===== src/rtl/contador_seq.sv =====
// contador_seq: command sequencer in front of the 4-bit mode counter.
// Buffers {mode, D, length} commands in a small FIFO and plays each one back
// as a contiguous burst of counter enable cycles with mode/D held stable.
// Optional feature macro: CONTADOR_SEQ_RCO_STOP_EN (rco from the counter ends
// the running burst early). Default build ignores rco.
module contador_seq #(
  parameter int unsigned FIFO_DEPTH = 4,
  parameter int unsigned LEN_W      = 8,
  parameter int unsigned D_W        = 4
) (
  input  logic             clk,
  input  logic             reset,
  input  logic             cmd_valid,
  output logic             cmd_ready,
  input  logic [1:0]       cmd_mode,
  input  logic [D_W-1:0]   cmd_d,
  input  logic [LEN_W-1:0] cmd_len,
  input  logic             pause,
  input  logic             rco,
  output logic             enable,
  output logic [1:0]       mode,
  output logic [D_W-1:0]   D,
  output logic             busy,
  output logic             done,
  output logic [7:0]       skip_cnt
);

  localparam int unsigned PTR_W = (FIFO_DEPTH > 1) ? $clog2(FIFO_DEPTH) : 1;
  localparam int unsigned CNT_W = PTR_W + 1;

  typedef enum logic [1:0] {
    IDLE  = 2'd0,
    RUN   = 2'd1,
    PAUSE = 2'd2
  } state_t;

  // Command FIFO storage and pointers
  logic [1:0]       fifo_mode [FIFO_DEPTH];
  logic [D_W-1:0]   fifo_d    [FIFO_DEPTH];
  logic [LEN_W-1:0] fifo_len  [FIFO_DEPTH];
  logic [PTR_W-1:0] wr_ptr_q;
  logic [PTR_W-1:0] rd_ptr_q;
  logic [CNT_W-1:0] count_q;
  logic [CNT_W-1:0] count_n;

  // Sequencer state
  state_t           state_q;
  state_t           state_n;
  logic [LEN_W-1:0] rem_q;
  logic [LEN_W-1:0] rem_n;
  logic             done_q;
  logic             done_n;
  logic             enable_n;
  logic [1:0]       mode_n;
  logic [D_W-1:0]   d_n;
  logic [7:0]       skip_n;
  logic             busy_n;
  logic             ready_n;

  // Combinational helpers
  logic             push_c;
  logic             pop_c;
  logic             take_c;
  logic             skip_inc_c;
  logic             fifo_empty_c;
  logic             last_c;
  logic             rco_stop_c;
  logic [1:0]       head_mode_c;
  logic [D_W-1:0]   head_d_c;
  logic [LEN_W-1:0] head_len_c;

  assign push_c       = cmd_valid & cmd_ready;
  assign fifo_empty_c = (count_q == '0);
  assign head_mode_c  = fifo_mode[rd_ptr_q];
  assign head_d_c     = fifo_d[rd_ptr_q];
  assign head_len_c   = fifo_len[rd_ptr_q];

`ifdef CONTADOR_SEQ_RCO_STOP_EN
  // rco seen during a RUN enable cycle terminates the burst at this edge;
  // done must be visible in that same cycle, so it is folded in directly.
  assign rco_stop_c = (state_q == RUN) & rco;
  assign done       = done_q | rco_stop_c;
`else
  logic unused_rco;
  assign unused_rco = rco;
  assign rco_stop_c = 1'b0;
  assign done       = done_q;
`endif

  // The current RUN cycle is the final enable cycle of the command
  assign last_c = (rem_q == LEN_W'(1)) | rco_stop_c;

  // FIFO payload write (storage needs no reset)
  always_ff @(posedge clk) begin
    if (push_c) begin
      fifo_mode[wr_ptr_q] <= cmd_mode;
      fifo_d[wr_ptr_q]    <= cmd_d;
      fifo_len[wr_ptr_q]  <= cmd_len;
    end
  end

  // Occupancy after this edge; push and pop together leave it unchanged
  always_comb begin
    count_n = count_q + CNT_W'(push_c) - CNT_W'(pop_c);
    ready_n = (count_n != CNT_W'(FIFO_DEPTH));
  end

  // FIFO pointer and occupancy registers
  always_ff @(posedge clk or negedge reset) begin
    if (!reset) begin
      wr_ptr_q <= '0;
      rd_ptr_q <= '0;
      count_q  <= '0;
    end else begin
      if (push_c) wr_ptr_q <= wr_ptr_q + PTR_W'(1);
      if (pop_c)  rd_ptr_q <= rd_ptr_q + PTR_W'(1);
      count_q <= count_n;
    end
  end

  // Next-state and next-output logic for the playback FSM
  always_comb begin
    state_n    = state_q;
    rem_n      = rem_q;
    enable_n   = 1'b0;
    mode_n     = mode;
    d_n        = D;
    done_n     = 1'b0;
    take_c     = 1'b0;
    pop_c      = 1'b0;
    skip_inc_c = 1'b0;

    case (state_q)
      IDLE: begin
        take_c = !fifo_empty_c && !pause;
      end
      RUN: begin
        if (last_c) begin
          // Burst ends here; chain straight into the next head if allowed
          state_n = IDLE;
          rem_n   = '0;
          take_c  = !fifo_empty_c && !pause;
        end else begin
          rem_n = rem_q - LEN_W'(1);
          if (pause) begin
            state_n = PAUSE;
          end else begin
            enable_n = 1'b1;
            done_n   = (rem_n == LEN_W'(1));
          end
        end
      end
      PAUSE: begin
        if (!pause) begin
          state_n  = RUN;
          enable_n = 1'b1;
          done_n   = (rem_q == LEN_W'(1));
        end
      end
      default: begin
        state_n = IDLE;
      end
    endcase

    // Head dispatch: zero-length commands are counted and dropped
    if (take_c) begin
      pop_c = 1'b1;
      if (head_len_c == '0) begin
        skip_inc_c = 1'b1;
      end else begin
        state_n  = RUN;
        rem_n    = head_len_c;
        enable_n = 1'b1;
        mode_n   = head_mode_c;
        d_n      = head_d_c;
        done_n   = (head_len_c == LEN_W'(1));
      end
    end
  end

  // Saturating skip count and registered status
  always_comb begin
    skip_n = skip_cnt;
    if (skip_inc_c && (skip_cnt != 8'hFF)) skip_n = skip_cnt + 8'd1;
    busy_n = (state_n != IDLE) || (count_n != '0);
  end

  // FSM state register and registered outputs
  always_ff @(posedge clk or negedge reset) begin
    if (!reset) begin
      state_q   <= IDLE;
      rem_q     <= '0;
      enable    <= 1'b0;
      mode      <= '0;
      D         <= '0;
      done_q    <= 1'b0;
      skip_cnt  <= '0;
      busy      <= 1'b0;
      cmd_ready <= 1'b1;
    end else begin
      state_q   <= state_n;
      rem_q     <= rem_n;
      enable    <= enable_n;
      mode      <= mode_n;
      D         <= d_n;
      done_q    <= done_n;
      skip_cnt  <= skip_n;
      busy      <= busy_n;
      cmd_ready <= ready_n;
    end
  end

endmodule

===== config.mk =====
export PLATFORM = sky130hd
export DESIGN_NAME = contador_seq
export DESIGN_NICKNAME = d
export VERILOG_FILES = /design/src/rtl/contador_seq.sv
export SDC_FILE = /design/constraint.sdc
export NUM_CORES = 1
export LEC_CHECK = 0
export CORE_UTILIZATION = 30
export DETAILED_ROUTE_END_ITERATION = 16
export PLACE_DENSITY_LB_ADDON = 0.2
export SLEW_MARGIN = 25
export SYNTH_ARGS = -nofsm -noshare
export SYNTH_HDL_FRONTEND = slang
export SYNTH_SLANG_ARGS = --single-unit

===== constraint.sdc =====
create_clock -name clk -period 9.02 [get_ports clk]
set_clock_uncertainty 0.2 [all_clocks]
set_input_delay 2.706 -clock clk [delete_from_list [all_inputs] [get_ports clk]]
set_output_delay 2.706 -clock clk [all_outputs]
set_load 0.02 [all_outputs]

==> impl_metrics.json, run 1 <==
{
  "synthDistinctLibCells": 40,
  "hold_viol_final": 0,
  "clk_latency_ns": 0.34,
  "p_leak_nw": 1.785,
  "synth_area_mm2": 0.003985,
  "cts_buffer_depth": 2,
  "row_count": 41,
  "holdPathStages": 1,
  "wl_met1_um": 3457,
  "core_mm2": 0.01277,
  "crit_path_max_fanout": 14,
  "final_min_period_over_clock_period_pct": 60.91,
  "fin_util_pct": 37.34,
  "grtUsageTotal_pct": 11.98,
  "crit_arrival_ns": 5.51,
  "ios": 37,
  "dr_wl_met2_um": 3584,
  "drt-initial-drc-count": 115,
  "min_period_ns": 5.494,
  "dr.pass1.iters": 4,
  "seqCellArea_mm2": 0.002560,
  "power.switching_mw": 0.5014,
  "reg2reg_depth": 15,
  "syn-instance-count": 267,
  "ys_seq_elements": 91,
  "r2r_slack_ns": 4.89,
  "cts_tree": "yes",
  "clkSlewWorstSetupHoldPaths_ns": 0.06,
  "cts_sinks": 91,
  "min_path_type": "flip-flop to flip-flop",
  "power_density_mw_per_mm2": 313.2,
  "r2r-start": "rem_q[1]",
  "p_total_mw": 1.494,
  "routed_wirelength_um": 7440,
  "antenna_found_initial": 0,
  "power.internal_mw": 0.9923,
  "wl_met3_um": 325,
  "cap_violations": 0,
  "postPlaceCellArea_mm2": 0.004487,
  "tightest_slew_ns": 0.8342,
  "die_area_mm2": 0.01375,
  "worstSetupPathType": "primary input to flip-flop",
  "root_buffer": "clkbuf_16",
  "h-tree-depth": 3,
  "cts_resized": 0,
  "status": "finished, final reports clean",
  "switching_share_pct": 33.57,
  "report.final.setup_viol": 0,
  "post_cts_buffers": 0,
  "grt_max_degree": 36,
  "start_kind": "primary input",
  "yosys_warnings": 0,
  "pwr-share-seq_pct": 44.2,
  "syn_nets": 301,
  "worst_setup_path_end_kind": "flip-flop",
  "peakVddDrop_uv": 124.6,
  "synth_area_per_cell_um2": 14.93,
  "top_layer": "met4",
  "drive_above_1_share_pct": 13.87,
  "gr-total-overflow": 0,
  "worstHoldEndpoint": "skip_cnt[6]",
  "area_delta_synth_final_pct": 19.69,
  "final_nets": 339,
  "relSlewSlack_pct": 44.39,
  "fillers": 1190,
  "drc_errors": 0,
  "ys_seq_area_share_pct": 64.21,
  "multiInputGateArea_mm2": 0.001323,
  "io_buffers": 35,
  "clkPwrFrac_pct": 23.6,
  "r2r-end": "busy",
  "ctsHoldBuffers": 0,
  "grt_pass1_vias": 2181,
  "fin_area_mm2": 0.004770,
  "wl_per_cell_um": 15.44,
  "setup_ws_ns": 3.526,
  "die_w_um": 117.3,
  "drv_slew": 0,
  "rsz0062_at_grt": "no",
  "required_ns": 9.04,
  "combPwrFrac_pct": 32.2,
  "initial_utilization_pct": 31.20,
  "die_h_um": 117.3,
  "via_count": 2249,
  "dp_worst_setup_slack_ns": 3.179,
  "antennaDiodeCount": 0,
  "cts_buffers": 9,
  "hpwl_um": 4801,
  "ant_nets": 0,
  "setup-tns-final_ns": 0,
  "grt_pass1_wl_um": 11790,
  "vias_per_cell": 4.666,
  "max_freq_mhz": 182.0,
  "worstHoldStart": "skip_cnt[6]",
  "gp_congestion": 0.7503
}
==> kinds of logic after synthesis <==
group           share of synthesized area [%]
simple gates                            9.513
compound gates                          4.773
xor+xnor                                3.077
flops                                   64.21
fa+ha+maj                               4.898
buf+inv                                 2.606
mux                                     10.93
==> power by group through the flow <==
stage | combinational (mW) | sequential [mW] | clock [mW]
finish | 0.480 | 0.661 | 0.353
global route | 0.534 | 0.680 | 0.377
CTS | 0.488 | 0.664 | 0.364
detailed placement | 0.485 | 0.672 | 0
global placement | 0.478 | 0.669 | 0
floorplan | 0.370 | 0.640 | 0
==> synth_stat cells <==
cell / n / area (um2)
inv_1: 10 / 37.54
a32oi_1: 1 / 8.760
nand3_1: 9 / 45.04
nor2_1: 10 / 37.54
a311oi_1: 1 / 8.760
edfxtp_1: 56 / 1682
nand4b_1: 2 / 17.52
and2_1: 4 / 25.02
ha_1: 14 / 175.2
o2bb2ai_1: 1 / 8.760
a21oi_1: 5 / 25.02
mux2i_1: 3 / 30.03
nor3_1: 10 / 50.05
a2bb2oi_1: 1 / 8.760
nor4_1: 2 / 12.51
buf_2: 2 / 10.01
nand3b_1: 2 / 15.01
fa_1: 1 / 20.02
mux4_2: 14 / 315.3
xnor2_1: 5 / 43.79
nor3b_1: 4 / 30.03
xor2_1: 9 / 78.83
a22oi_1: 2 / 15.01
or3_1: 1 / 6.260
nand2_1: 17 / 63.81
or4_1: 1 / 7.510
a2111o_1: 1 / 11.26
buf_1: 1 / 3.750
and3_1: 7 / 43.79
mux2_2: 8 / 90.09
nor2b_1: 2 / 12.51
buf_6: 4 / 45.04
dfstp_2: 1 / 26.28
a31o_2: 1 / 8.760
a21boi_0: 1 / 7.510
a21o_1: 1 / 7.510
nor4_2: 1 / 12.51
clkbuf_1: 2 / 7.510
dfrtp_1: 34 / 850.8
o21ai_0: 16 / 80.08
==> critical path, cell delays in order <==
cell and delay [ns]:
clkdlybuf4s50_1 0.50, nor3b_1 0.23, buf_4 0.25, ha_1 0.26
inv_1 0.05, ha_1 0.12, inv_1 0.05, fa_1 0.38
xnor2_1 0.15, xnor2_1 0.15, or3_1 0.32, a2111o_1 0.35
==> how the worst max path moves through the flow <==
stage	from	end	slack, ns	cells after the start
floorplan	pause	busy	3.66	11
global placement	pause	busy	3.22	12
detailed placement	pause	busy	3.18	12
CTS	pause	busy	3.52	12
global route	pause	busy	3.31	12
finish	pause	busy	3.53	12
==> routing by layer <==
metal | GRT usage, % | vias up
met5 | 0 | -
met4 | 3.797 | 0
met3 | 4.325 | 7
met2 | 18.78 | 47
met1 | 15.45 | 1122
li1 | - | 1073
==> state kept, by name (all words and copies together) (netlist names) <==
name	count
count_q	3
done	1
fifo_len	32
wr_ptr_q	2
enable	1
D	4
fifo_d	16
state_q	2
skip_cnt	8
cmd_ready	1
rd_ptr_q	2
mode	2
fifo_mode	8
busy	1
rem_q	8
==> placed cells by master (no fill, tap or decap), types with 2 or more instances in the layout <==
| cell type | instances |
|---|---|
| nor2b_1 | 2 |
| nor4_1 | 2 |
| clkinv_4 | 2 |
| nor2_1 | 10 |
| mux2i_1 | 3 |
| a21oi_1 | 5 |
| ha_1 | 14 |
| nor3b_1 | 4 |
| edfxtp_1 | 56 |
| dfrtp_1 | 33 |
| o21ai_0 | 16 |
| xor2_1 | 9 |
| mux4_2 | 14 |
| clkdlybuf4s50_1 | 34 |
| inv_1 | 10 |
| clkbuf_16 | 9 |
| a22oi_1 | 2 |
| nand3b_1 | 2 |
| nor3_1 | 10 |
| mux2_2 | 8 |
| nand2_1 | 17 |
| and3_1 | 7 |
| xnor2_1 | 5 |
| nand4b_1 | 2 |
| nand3_1 | 9 |
| and2_1 | 4 |
==> through the flow <==
stage               hold slack, ns  cells
finish                      0.2794    482
global route                0.3213    482
CTS                         0.2902    482
detailed placement          0.2822    466
global placement            0.2741    466
floorplan                   0.2980    267
==> final cells by class <==
class | count | area share (%)
sequential | 91 | 53.67
tap | 172 | 4.512
clock inverter | 5 | 0.8132
clock buffer | 11 | 5.089
inverter | 10 | 0.7870
timing repair buffer | 36 | 7.398
multi-input combinational | 157 | 27.73
Note: power is estimated with default switching activity, not from simulation.
==> inputs of run 2 (changes only) <==
- clock period: 9.02 -> 5.1 ns (I/O delays scaled with it)
==> impl_metrics.json, run 2 (synthesis gave the netlist of run 1 again) <==
{
  "status": "finished, final reports clean",
  "routed_wirelength_um": 7477,
  "cts_buffer_depth": 2,
  "dp_worst_setup_slack_ns": 0.5352,
  "antennaDiodeCount": 0,
  "p_leak_nw": 1.803,
  "required_ns": 5.11,
  "cts_resized": 0,
  "clk_latency_ns": 0.33,
  "crit_arrival_ns": 4.19,
  "ctsHoldBuffers": 0,
  "crit_slowest_cell": "clkdlybuf4s50_1",
  "die_h_um": 117.3,
  "dr.pass1.iters": 4,
  "drc_errors": 0,
  "slowest_delay_ns": 0.50,
  "dp_cells": 468,
  "top_register": "fifo_len",
  "worst_setup_path_end_kind": "flip-flop",
  "final_common_cell": "edfxtp_1",
  "area_delta_synth_final_pct": 20.35,
  "fin_util_pct": 37.55,
  "clkSlewWorstSetupHoldPaths_ns": 0.06,
  "p_total_mw": 2.678,
  "cap_violations": 0,
  "setup-tns-final_ns": 0,
  "drv_slew": 0,
  "hold_ws_ns": 0.2876,
  "max_freq_mhz": 239.2,
  "cts_tree": "yes",
  "ios": 37,
  "cts_buffers": 9,
  "grt_max_degree": 36,
  "relSlewSlack_pct": 44.10,
  "min_path_type": "flip-flop to flip-flop",
  "hold_viol_final": 0,
  "vias_per_cell": 4.651,
  "worstSetupPathType": "primary input to flip-flop",
  "via_count": 2251,
  "hpwl_um": 4992,
  "stdcell_count": 484,
  "io_buffers": 35,
  "row_count": 41,
  "core_mm2": 0.01277,
  "cts_sinks": 91,
  "gr-total-overflow": 0,
  "crit_chain": "clkdlybuf4s50_1, nor3b_1, ha_1, inv_1, ha_1, inv_1, fa_1, xnor2_1, xnor2_1, or3_1, a2111o_1",
  "final_min_period_over_clock_period_pct": 81.99,
  "min_period_ns": 4.181,
  "ant_nets": 0,
  "die_area_mm2": 0.01375,
  "antenna_found_initial": 0,
  "final_cell_mix": "edfxtp_1 (56), dfrtp_1 (34), clkdlybuf4s50_1 (34), nand2_1 (17), o21ai_0 (16)",
  "rsz0062_at_grt": "no",
  "post_cts_buffers": 0,
  "peakVddDrop_uv": 178.6,
  "start_kind": "primary input",
  "fin_area_mm2": 0.004796,
  "top_regs": "fifo_len (32), fifo_d (16)",
  "crit_path_max_fanout": 5,
  "h-tree-depth": 3,
  "grtUsageTotal_pct": 12.27,
  "die_w_um": 117.3,
  "final_nets": 341,
  "postPlaceCellArea_mm2": 0.004502,
  "initial_utilization_pct": 31.20,
  "gp_congestion": 0.7278,
  "grt_pass1_vias": 2321,
  "root_buffer": "clkbuf_16",
  "tightest_slew_ns": 0.8386,
  "wl_per_cell_um": 15.45,
  "drive_above_1_share_pct": 13.78,
  "setup_ws_ns": 0.9185,
  "drt-initial-drc-count": 102,
  "largest_register_ffs": 32,
  "power_density_mw_per_mm2": 558.5,
  "grt_pass1_wl_um": 12230,
  "report.final.setup_viol": 0
}
==> run 2: cell types whose count changed in the layout (fill, tap and decap cells not counted), sizes merged <==
cell	delta
buf	+2
bufinv	+1
clkinvlp	-1
==> run 2: path summary, 6_finish.rpt <==
check | startpoint | to | cells after the start | slack [ns]
setup reg to reg | rem_q[1] | busy | 14 | 1.11
max in group asynchronous | reset | mode[0] | 1 | 3.08
hold reg to reg | skip_cnt[6] | skip_cnt[6] | 1 | 0.29
min in group asynchronous | reset | wr_ptr_q[1] | 1 | 1.10
setup / recovery | pause | busy | 11 | 0.92
hold / removal | skip_cnt[6] | skip_cnt[6] | 1 | 0.29
==> run 2: layer usage <==
layer	GRT usage [%]	wire length (um)
met5	0	0
met4	5.232	64
met3	3.244	228
met2	18.98	3556
met1	16.29	3627
==> run 2: area by class of cell <==
type | instances | area [um2]
Tap cell | 172 | 215.2
Timing Repair Buffer | 38 | 367.9
Fill cell | 1204 | 7978
Clock inverter | 5 | 61.31
Clock buffer | 11 | 232.7
Multi-Input combinational cell | 157 | 1323
Inverter | 10 | 37.54
Sequential cell | 91 | 2559
==> run 2: where the power goes <==
part	total [mW]	switching (mW)	internal (mW)
Clock	0.655	0.273	0.383
Sequential	1.16	0.167	0.989
Combinational	0.867	0.443	0.424
==> run 2: worst max-delay path: cells and delay by family <==
family	cells	cell delay, ns
compound gates	1	0.35
xor+xnor	2	0.29
fa+ha+maj	3	0.78
buf+inv	3	0.60
simple gates	2	0.64
